<file path="config.mk">
export PLATFORM = sky130hd
export DESIGN_NAME = irq_sequencer
export DESIGN_NICKNAME = d
export VERILOG_FILES = /design/src/rtl/irq_pkg.sv /design/src/rtl/irq_sequencer_sync_2ff.sv /design/src/rtl/irq_sequencer.sv
export SDC_FILE = /design/constraint.sdc
export NUM_CORES = 1
export LEC_CHECK = 0
export CORE_MARGIN = 10
export CORE_UTILIZATION = 43
export DETAILED_ROUTE_END_ITERATION = 12
export HOLD_SLACK_MARGIN = 0.08
export PLACE_DENSITY_LB_ADDON = 0.08
export SETUP_SLACK_MARGIN = 0.4
export SYNTH_ARGS = -nofsm -noshare
export SYNTH_HDL_FRONTEND = slang
export SYNTH_SLANG_ARGS = --single-unit
</file>
<file path="constraint.sdc">
create_clock -name CLK -period 3.9 [get_ports CLK]
set_clock_uncertainty 0.15 [all_clocks]
set_input_delay 0.585 -clock CLK [delete_from_list [all_inputs] [get_ports CLK]]
set_output_delay 0.585 -clock CLK [all_outputs]
set_load 0.01 [all_outputs]
</file>
<file path="src/rtl/irq_pkg.sv">
// Shared encodings and control-word decode for the interrupt sequencer.
package irq_pkg;

  // Default ISR entry point.
  localparam logic [31:0] DEFAULT_VECTOR_ADDR = 32'h0000_0018;

  // Sequencer states.
  typedef enum logic [2:0] {
    ST_IDLE   = 3'd0,
    ST_DRAIN  = 3'd1,
    ST_VECTOR = 3'd2,
    ST_ISR    = 3'd3,
    ST_RETURN = 3'd4
  } irq_state_e;

  // PC source select codes.
  typedef enum logic [1:0] {
    NPC_SEQ   = 2'b00,
    NPC_VEC   = 2'b01,
    NPC_SAVED = 2'b10
  } npc_sel_e;

  // Registered pipeline control word.
  typedef struct packed {
    logic     stall_if;
    logic     flush;
    logic     pc_wr;
    npc_sel_e npc_sel;
    logic     cpsr_wr;
    logic     in_isr;
    logic     irq_ack;
  } irq_ctl_t;

  // Control outputs implied by being in a given state.
  function automatic irq_ctl_t ctl_decode(input irq_state_e s);
    irq_ctl_t c;
    c.stall_if = 1'b0;
    c.flush    = 1'b0;
    c.pc_wr    = 1'b0;
    c.npc_sel  = NPC_SEQ;
    c.cpsr_wr  = 1'b0;
    c.in_isr   = 1'b0;
    c.irq_ack  = 1'b0;
    case (s)
      ST_DRAIN: begin
        c.stall_if = 1'b1;
      end
      ST_VECTOR: begin
        c.flush   = 1'b1;
        c.pc_wr   = 1'b1;
        c.irq_ack = 1'b1;
        c.npc_sel = NPC_VEC;
      end
      ST_ISR: begin
        c.in_isr = 1'b1;
      end
      ST_RETURN: begin
        c.flush   = 1'b1;
        c.pc_wr   = 1'b1;
        c.cpsr_wr = 1'b1;
        c.npc_sel = NPC_SAVED;
      end
      default: begin
      end
    endcase
    return c;
  endfunction

endpackage

</file>
<file path="src/rtl/irq_sequencer_sync_2ff.sv">
// Two-flop synchronizer; both stages clear to 0 on reset.
module sync_2ff (
  input  logic CLK,
  input  logic rst,
  input  logic d,
  output logic q
);

  logic meta;

  // Two-stage metastability filter.
  always_ff @(posedge CLK or negedge rst) begin
    if (!rst) begin
      meta <= 1'b0;
      q    <= 1'b0;
    end else begin
      meta <= d;
      q    <= meta;
    end
  end

endmodule

</file>
<file path="src/rtl/irq_sequencer.sv">
// Interrupt entry/exit sequencer: drains the pipeline, vectors to the ISR,
// and restores PC and flags on return. All outputs are registered.
module irq_sequencer
  import irq_pkg::*;
#(
  parameter logic [31:0] VECTOR_ADDR  = DEFAULT_VECTOR_ADDR,
  parameter int unsigned DRAIN_CYCLES = 3
) (
  input  logic        CLK,
  input  logic        rst,
  input  logic        irq_n,
  input  logic        irq_en,
  input  logic        hold_ex,
  input  logic        ret_ex,
  input  logic [31:0] pc_resume,
  input  logic [3:0]  cpsr_in,
  output logic        stall_if,
  output logic        flush,
  output logic        pc_wr,
  output logic [1:0]  npc_sel,
  output logic [31:0] vec_addr,
  output logic [31:0] saved_pc,
  output logic        cpsr_wr,
  output logic [3:0]  cpsr_restore,
  output logic        in_isr,
  output logic        irq_ack
);

  localparam logic [3:0] DRAIN_LOAD = 4'(DRAIN_CYCLES);

  irq_state_e  state_q, state_d;
  logic [3:0]  cnt_q, cnt_d;
  irq_ctl_t    ctl_q, ctl_d;
  logic [31:0] saved_pc_q;
  logic [3:0]  cpsr_q;
  logic        capture;
  logic        irq_req;

  // Synchronizing the inverted pin makes a reset-cleared flop mean "no request".
  sync_2ff u_sync (
    .CLK (CLK),
    .rst (rst),
    .d   (~irq_n),
    .q   (irq_req)
  );

  // Next-state, drain counter and registered-output decode.
  always_comb begin
    state_d = state_q;
    cnt_d   = cnt_q;
    capture = 1'b0;
    case (state_q)
      ST_IDLE: begin
        cnt_d = '0;
        if (irq_req && irq_en) begin
          state_d = ST_DRAIN;
          cnt_d   = DRAIN_LOAD;
        end
      end
      ST_DRAIN: begin
        // The request is latched by being here; irq_n/irq_en are not looked at.
        if (!hold_ex) begin
          if (cnt_q <= 4'd1) begin
            state_d = ST_VECTOR;
            cnt_d   = '0;
            capture = 1'b1;
          end else begin
            cnt_d = cnt_q - 4'd1;
          end
        end
      end
      ST_VECTOR: begin
        state_d = ST_ISR;
      end
      ST_ISR: begin
        if (ret_ex) begin
          state_d = ST_RETURN;
        end
      end
      ST_RETURN: begin
        state_d = ST_IDLE;
      end
      default: begin
        state_d = ST_IDLE;
        cnt_d   = '0;
      end
    endcase
    // Outputs are decoded from the next state so they are flops, valid
    // for the whole cycle the FSM spends in that state.
    ctl_d = ctl_decode(state_d);
  end

  // State, counter and control-word registers.
  always_ff @(posedge CLK or negedge rst) begin
    if (!rst) begin
      state_q <= ST_IDLE;
      cnt_q   <= '0;
      ctl_q   <= ctl_decode(ST_IDLE);
    end else begin
      state_q <= state_d;
      cnt_q   <= cnt_d;
      ctl_q   <= ctl_d;
    end
  end

  // Resume context, captured on the DRAIN->VECTOR edge and held until the next one.
  always_ff @(posedge CLK or negedge rst) begin
    if (!rst) begin
      saved_pc_q <= '0;
      cpsr_q     <= '0;
    end else if (capture) begin
      saved_pc_q <= pc_resume;
      cpsr_q     <= cpsr_in;
    end
  end

  assign stall_if     = ctl_q.stall_if;
  assign flush        = ctl_q.flush;
  assign pc_wr        = ctl_q.pc_wr;
  assign npc_sel      = ctl_q.npc_sel;
  assign cpsr_wr      = ctl_q.cpsr_wr;
  assign in_isr       = ctl_q.in_isr;
  assign irq_ack      = ctl_q.irq_ack;
  assign vec_addr     = VECTOR_ADDR;
  assign saved_pc     = saved_pc_q;
  assign cpsr_restore = cpsr_q;

endmodule

</file>
### Yosys cells after proc, flatten, opt, wreduce, memory -nomap -nowiden

Index checks and enable logic that the tools add are counted.

* register bits: 53
* input port bits: 42
* output and inout port bits: 76
* logic and storage cells: 47

* add/sub/neg operators: 1
* magnitude comparators: 1
* equal/unequal tests: 9
* muxes and demuxes: 17
* bitwise logic cells: 2
* reductions and logical operators: 4

Operator list (count)
* $eq A3 B2 Y1 const B: 4
* $mux W3: 4
* $pmux W3 S4: 1
* $pmux W4 S3: 1
* $mux W4: 2
* $pmux W4 S2: 1
* $mux W1: 7
* $eq A3 B1 Y1 const B: 2
* $eq A3 B3 Y1 const B: 2
* $le A4 B1 Y1 const B: 1
* $sub A4 B1 Y4 const B: 1
* $logic_not A3 Y1: 1
* $reduce_or A3 Y1: 1
* $mux W2: 1
* $ne A2 B2 Y1 const B: 1
* $not A1 Y1: 2
* $reduce_and A2 Y1: 1
* $logic_and A1 B1 Y1: 1

### Depth between registers and ports, before layout

* depth after elaboration: 6
* depth in mapped cells: 7
* mapped depth without buffers: 5

### Modules after synthesis

Synthesis repeated with hierarchy kept, for this count alone.

* cell total of the unflattened synthesis: 170
* area, all modules: 2278.4 um^2

Modules (own cells, without submodules)
* irq_sequencer: times used 1, cells each 168, area an instance 2228.4 um^2, sequential area each 1226.2 um^2
* sync_2ff: times used 1, cells each 2, area an instance 50.0 um^2, sequential area each 50.0 um^2

### Least setup slack after synthesis

Ideal clock, no wire load.

* kind: flip-flop to flip-flop
* start: reg state_q[0]
* end: reg cpsr_q[0], in the netlist cpsr_restore[0]
* setup time: 127 ps
* arrival: 1746 ps
* required time: 3623 ps
* path slack: 1876 ps
* stages on the path, launching flop included: 6
* buffers on the path: 2
* period minus slack after synthesis: 2024 ps
* path through: dfrtp_1 > or3b_4 > nor4_4 > buf_6 > buf_6 > mux2_1

* cells in the longest elaborated chain, start to end: 2

RTL lines
* start, declared: line irq_sequencer.sv:31 `irq_state_e state_q, state_d;`
* start signal, assigned: line irq_sequencer.sv:100 `state_q <= state_d;`
* $eq A3 B1 Y1: line irq_sequencer.sv:52 `case (state_q)`
* $mux W1: line irq_sequencer.sv:52
* end signal, assigned: line irq_sequencer.sv:113 `cpsr_q <= cpsr_in;`
* end, declared: line irq_sequencer.sv:35 `logic [3:0] cpsr_q;`

No other way between the ends.
A chain may end at the register's enable or synchronous reset.

### Worst setup path in the final report

* start: reg state_q[0]
* end: reg saved_pc_q[12], in the netlist saved_pc[12]

* cells in the longest elaborated chain, start to end: 2

RTL lines
* $eq A3 B1 Y1: line irq_sequencer.sv:52
* $mux W1: line irq_sequencer.sv:52
* end signal, assigned: line irq_sequencer.sv:112 `saved_pc_q <= pc_resume;`
* end, declared: line irq_sequencer.sv:34 `logic [31:0] saved_pc_q;`

No other way between the ends.

==> summary.md <==
| Metric | Value |
|---|---|
| Post-route ant nets | `0` |
| Routed WL | `5.24 mm` |
| Core area | `0.00511 mm2` |
| MaxCap Viol Count | `0` |
| Num CTS Buffers | `5` |
| Cell Chain, Critical Path | `or3b_4, nor4_4, buf_4, mux2_2` |
| Clock transition at the registers of the reported paths | `90 ps` |
| Fin cells | `326` |
| Max Fanout on Critical Path | `39` |
| EDFF count, synth | `0` |
| Fmax | `0.436 GHz` |
| Vias/cell | `4.62` |
| Run status | `finished, final reports clean` |
| Die W | `92.8 um` |
| Max_slew headroom | `0.557` |
| First-pass DRT Iterations | `4` |
| Routed len/inst | `16.1 um` |
| Library cells used by synthesis | `32` |
| Vias | `1506` |
| Critical Path Source Type | `flop` |
| Yosys reg bits | `51` |
| Buffers and inverters on the worst path | `1` |
| CTS H-tree lvls | `2` |
| Ys async rst share | `1.00` |
| DRT iter0 DRCs | `69` |
| Overflow left after global routing | `0` |
| IO Port Bufs | `85` |
| Crit path largest cell delay | `470 ps` |
| Hold buffers post-CTS | `0` |
| Post-CTS setup buffers | `0` |
| Placer Congestion | `0.770` |
| Fin Setup TNS | `0 ps` |
| Area of the multi-input gates | `803 um2` |
| GRT Total Usage | `0.119` |
| Final-layout fill cell count | `427` |
| Final Max Tran Viols | `0` |
| Final Setup Violations | `0` |
| Slew @ Worst Pin | `664 ps` |
| # rows | `26` |
| Post-detail-place hpwl | `4.02 mm` |
| Critical path class | `reg -> reg` |
| Largest net degree at the start of global routing | `40` |
| Die outline height | `92.8 um` |
| Crit path max-delay family | `simple AND/OR/NAND/NOR gates` |
| Warnings, synthesis | `0` |
| Cell Pwr Density | `774 mW/mm2` |
| DP Cell Count | `319` |
| Worst vdd ir | `0.377 mV` |
| CTS tree | `done` |
| Ant diodes | `0` |
| Residual DRC | `0` |
| Final Hold Viols | `0` |
| Crit-path slowest cell | `dfrtp_1` |
| Fraction of layout cells with a size suffix above 1 | `0.168` |
| CP arrival | `2340 ps` |
| Main synth FF type | `dfrtp_1` |
| Unrepaired setup endpoints after global routing | `false` |
| Layout Nets | `300` |
| Insertion delay to the later sink of the worst-skew pair | `300 ps` |
| # clock sinks | `51` |
| Longest Clk Path Bufs | `2` |
| Seq/Total Area, Yosys | `0.560` |
| Syn_area_per_cell | `13.4 um2` |
| Area grow syn2layout | `38.2%` |
| Static leakage | `1.37 nW` |
| Ports | `118` |
| FF+latch area | `0.00128 mm2` |
| Mapped Area | `0.00228 mm2` |
| Antenna violations before repair | `0` |
| Final worst path period share | `0.588` |
| Die area | `0.00861 mm2` |
| Critical path required time | `3940 ps` |
| Worst hold path type | `in -> async` |
| Initial Util | `0.446` |
| Root Buffer | `clkbuf_8` |
| Vias in the first global route | `1604` |
| Crit end category | `flop` |
| Post-CTS Resized | `0` |
| First-pass GRT wire length | `8.22 mm` |
| Post-Syn Instances | `170` |
| Period minus WS final | `2290 ps` |
## area by class of cell
cell class / instances / area share
well taps: 70 / 0.0278
clock buffers: 6 / 0.0230
clock inverters: 1 / 0.00954
inverters: 5 / 0.00596
flip-flops and latches: 51 / 0.405
repair buffers: 87 / 0.273
multi-input cells: 106 / 0.255
## report_power, final
part / switching, mW / internal [mW]
Sequential: 0.131 / 0.774
Clock: 0.168 / 0.188
Combinational: 0.476 / 0.698
## path summary, 6_finish.rpt
kind / startpoint / to / slack (ps) / cells after the start
max: state_q[0]$_DFF_PN0_ / saved_pc[12]$_DFFE_PN0P_ / 1610 / 4
min: rst / saved_pc[28]$_DFFE_PN0P_ / 160 / 1
max reg2reg: state_q[0]$_DFF_PN0_ / saved_pc[12]$_DFFE_PN0P_ / 1610 / 4
min reg2reg: u_sync.meta$_DFF_PN0_ / u_sync.q$_DFF_PN0_ / 210 / 0
max in group asynchronous: rst / saved_pc[27]$_DFFE_PN0P_ / 2700 / 2
min in group CLK: u_sync.meta$_DFF_PN0_ / u_sync.q$_DFF_PN0_ / 210 / 0
## through the flow
stage | hold WS [ps] | setup WS, ps | utilization | power, mW | cell area [um2]
2_1_floorplan | 139 | 1880 | - | 1.54 | 2390
3_3_place_gp | 186 | 1370 | 0.597 | 2.10 | 3050
3_5_place_dp | 189 | 1360 | 0.597 | 2.11 | 3050
4_1_cts | 171 | 1580 | 0.617 | 2.48 | 3150
5_1_grt | 201 | 1460 | 0.617 | 2.61 | 3150
6_report | 156 | 1610 | 0.617 | 2.44 | 3150
## flip-flops by register name (all words and copies together) (netlist names), 3 cells and up
| signal | flops |
|---|---|
| cnt_q | 4 |
| cpsr_restore | 4 |
| saved_pc | 32 |
| state_q | 3 |
## routing by layer
metal,wire length [um],global-route usage,up-vias
li1,-,-,687
met1,1940,0.127,738
met2,2360,0.176,75
met3,885,0.0936,6
met4,60,0.0386,0
met5,0,0,-
## layout by cell type, fill, tap and decap left out, drive strengths merged, types with 2 or more instances in the layout
master,netlist,layout
clkdlybuf4s50,0,84
dfrtp,51,51
mux2,36,36
conb,2,32
clkbuf,0,6
inv,5,5
nor2,5,5
or2,3,3
o21ai,3,3
buf,38,3
nand2b,2,2
nand2,2,2
o2bb2ai,2,2
a32oi,2,2
ha,2,2
nor4,2,2
## kinds of logic after synthesis
kind of cell	after synthesis	share of synthesized area
compound gates	15	0.0483
simple gates	21	0.0626
other cells	2	0.00330
flops	51	0.560
mux	36	0.178
fa+ha+maj	2	0.0110
buf+inv	43	0.137
## cell usage after synthesis, drive strengths merged, types with 2 or more instances
cell type | instances | area, um2
a32oi | 2 | 17.5
buf | 38 | 293
conb | 2 | 7.51
dfrtp | 51 | 1280
ha | 2 | 25.0
inv | 5 | 18.8
mux2 | 36 | 405
nand2 | 2 | 7.51
nand2b | 2 | 12.5
nor2 | 5 | 18.8
nor4 | 2 | 27.5
o21ai | 3 | 15.0
o2bb2ai | 2 | 17.5
or2 | 3 | 18.8
Power figures use the tool's default switching activity.
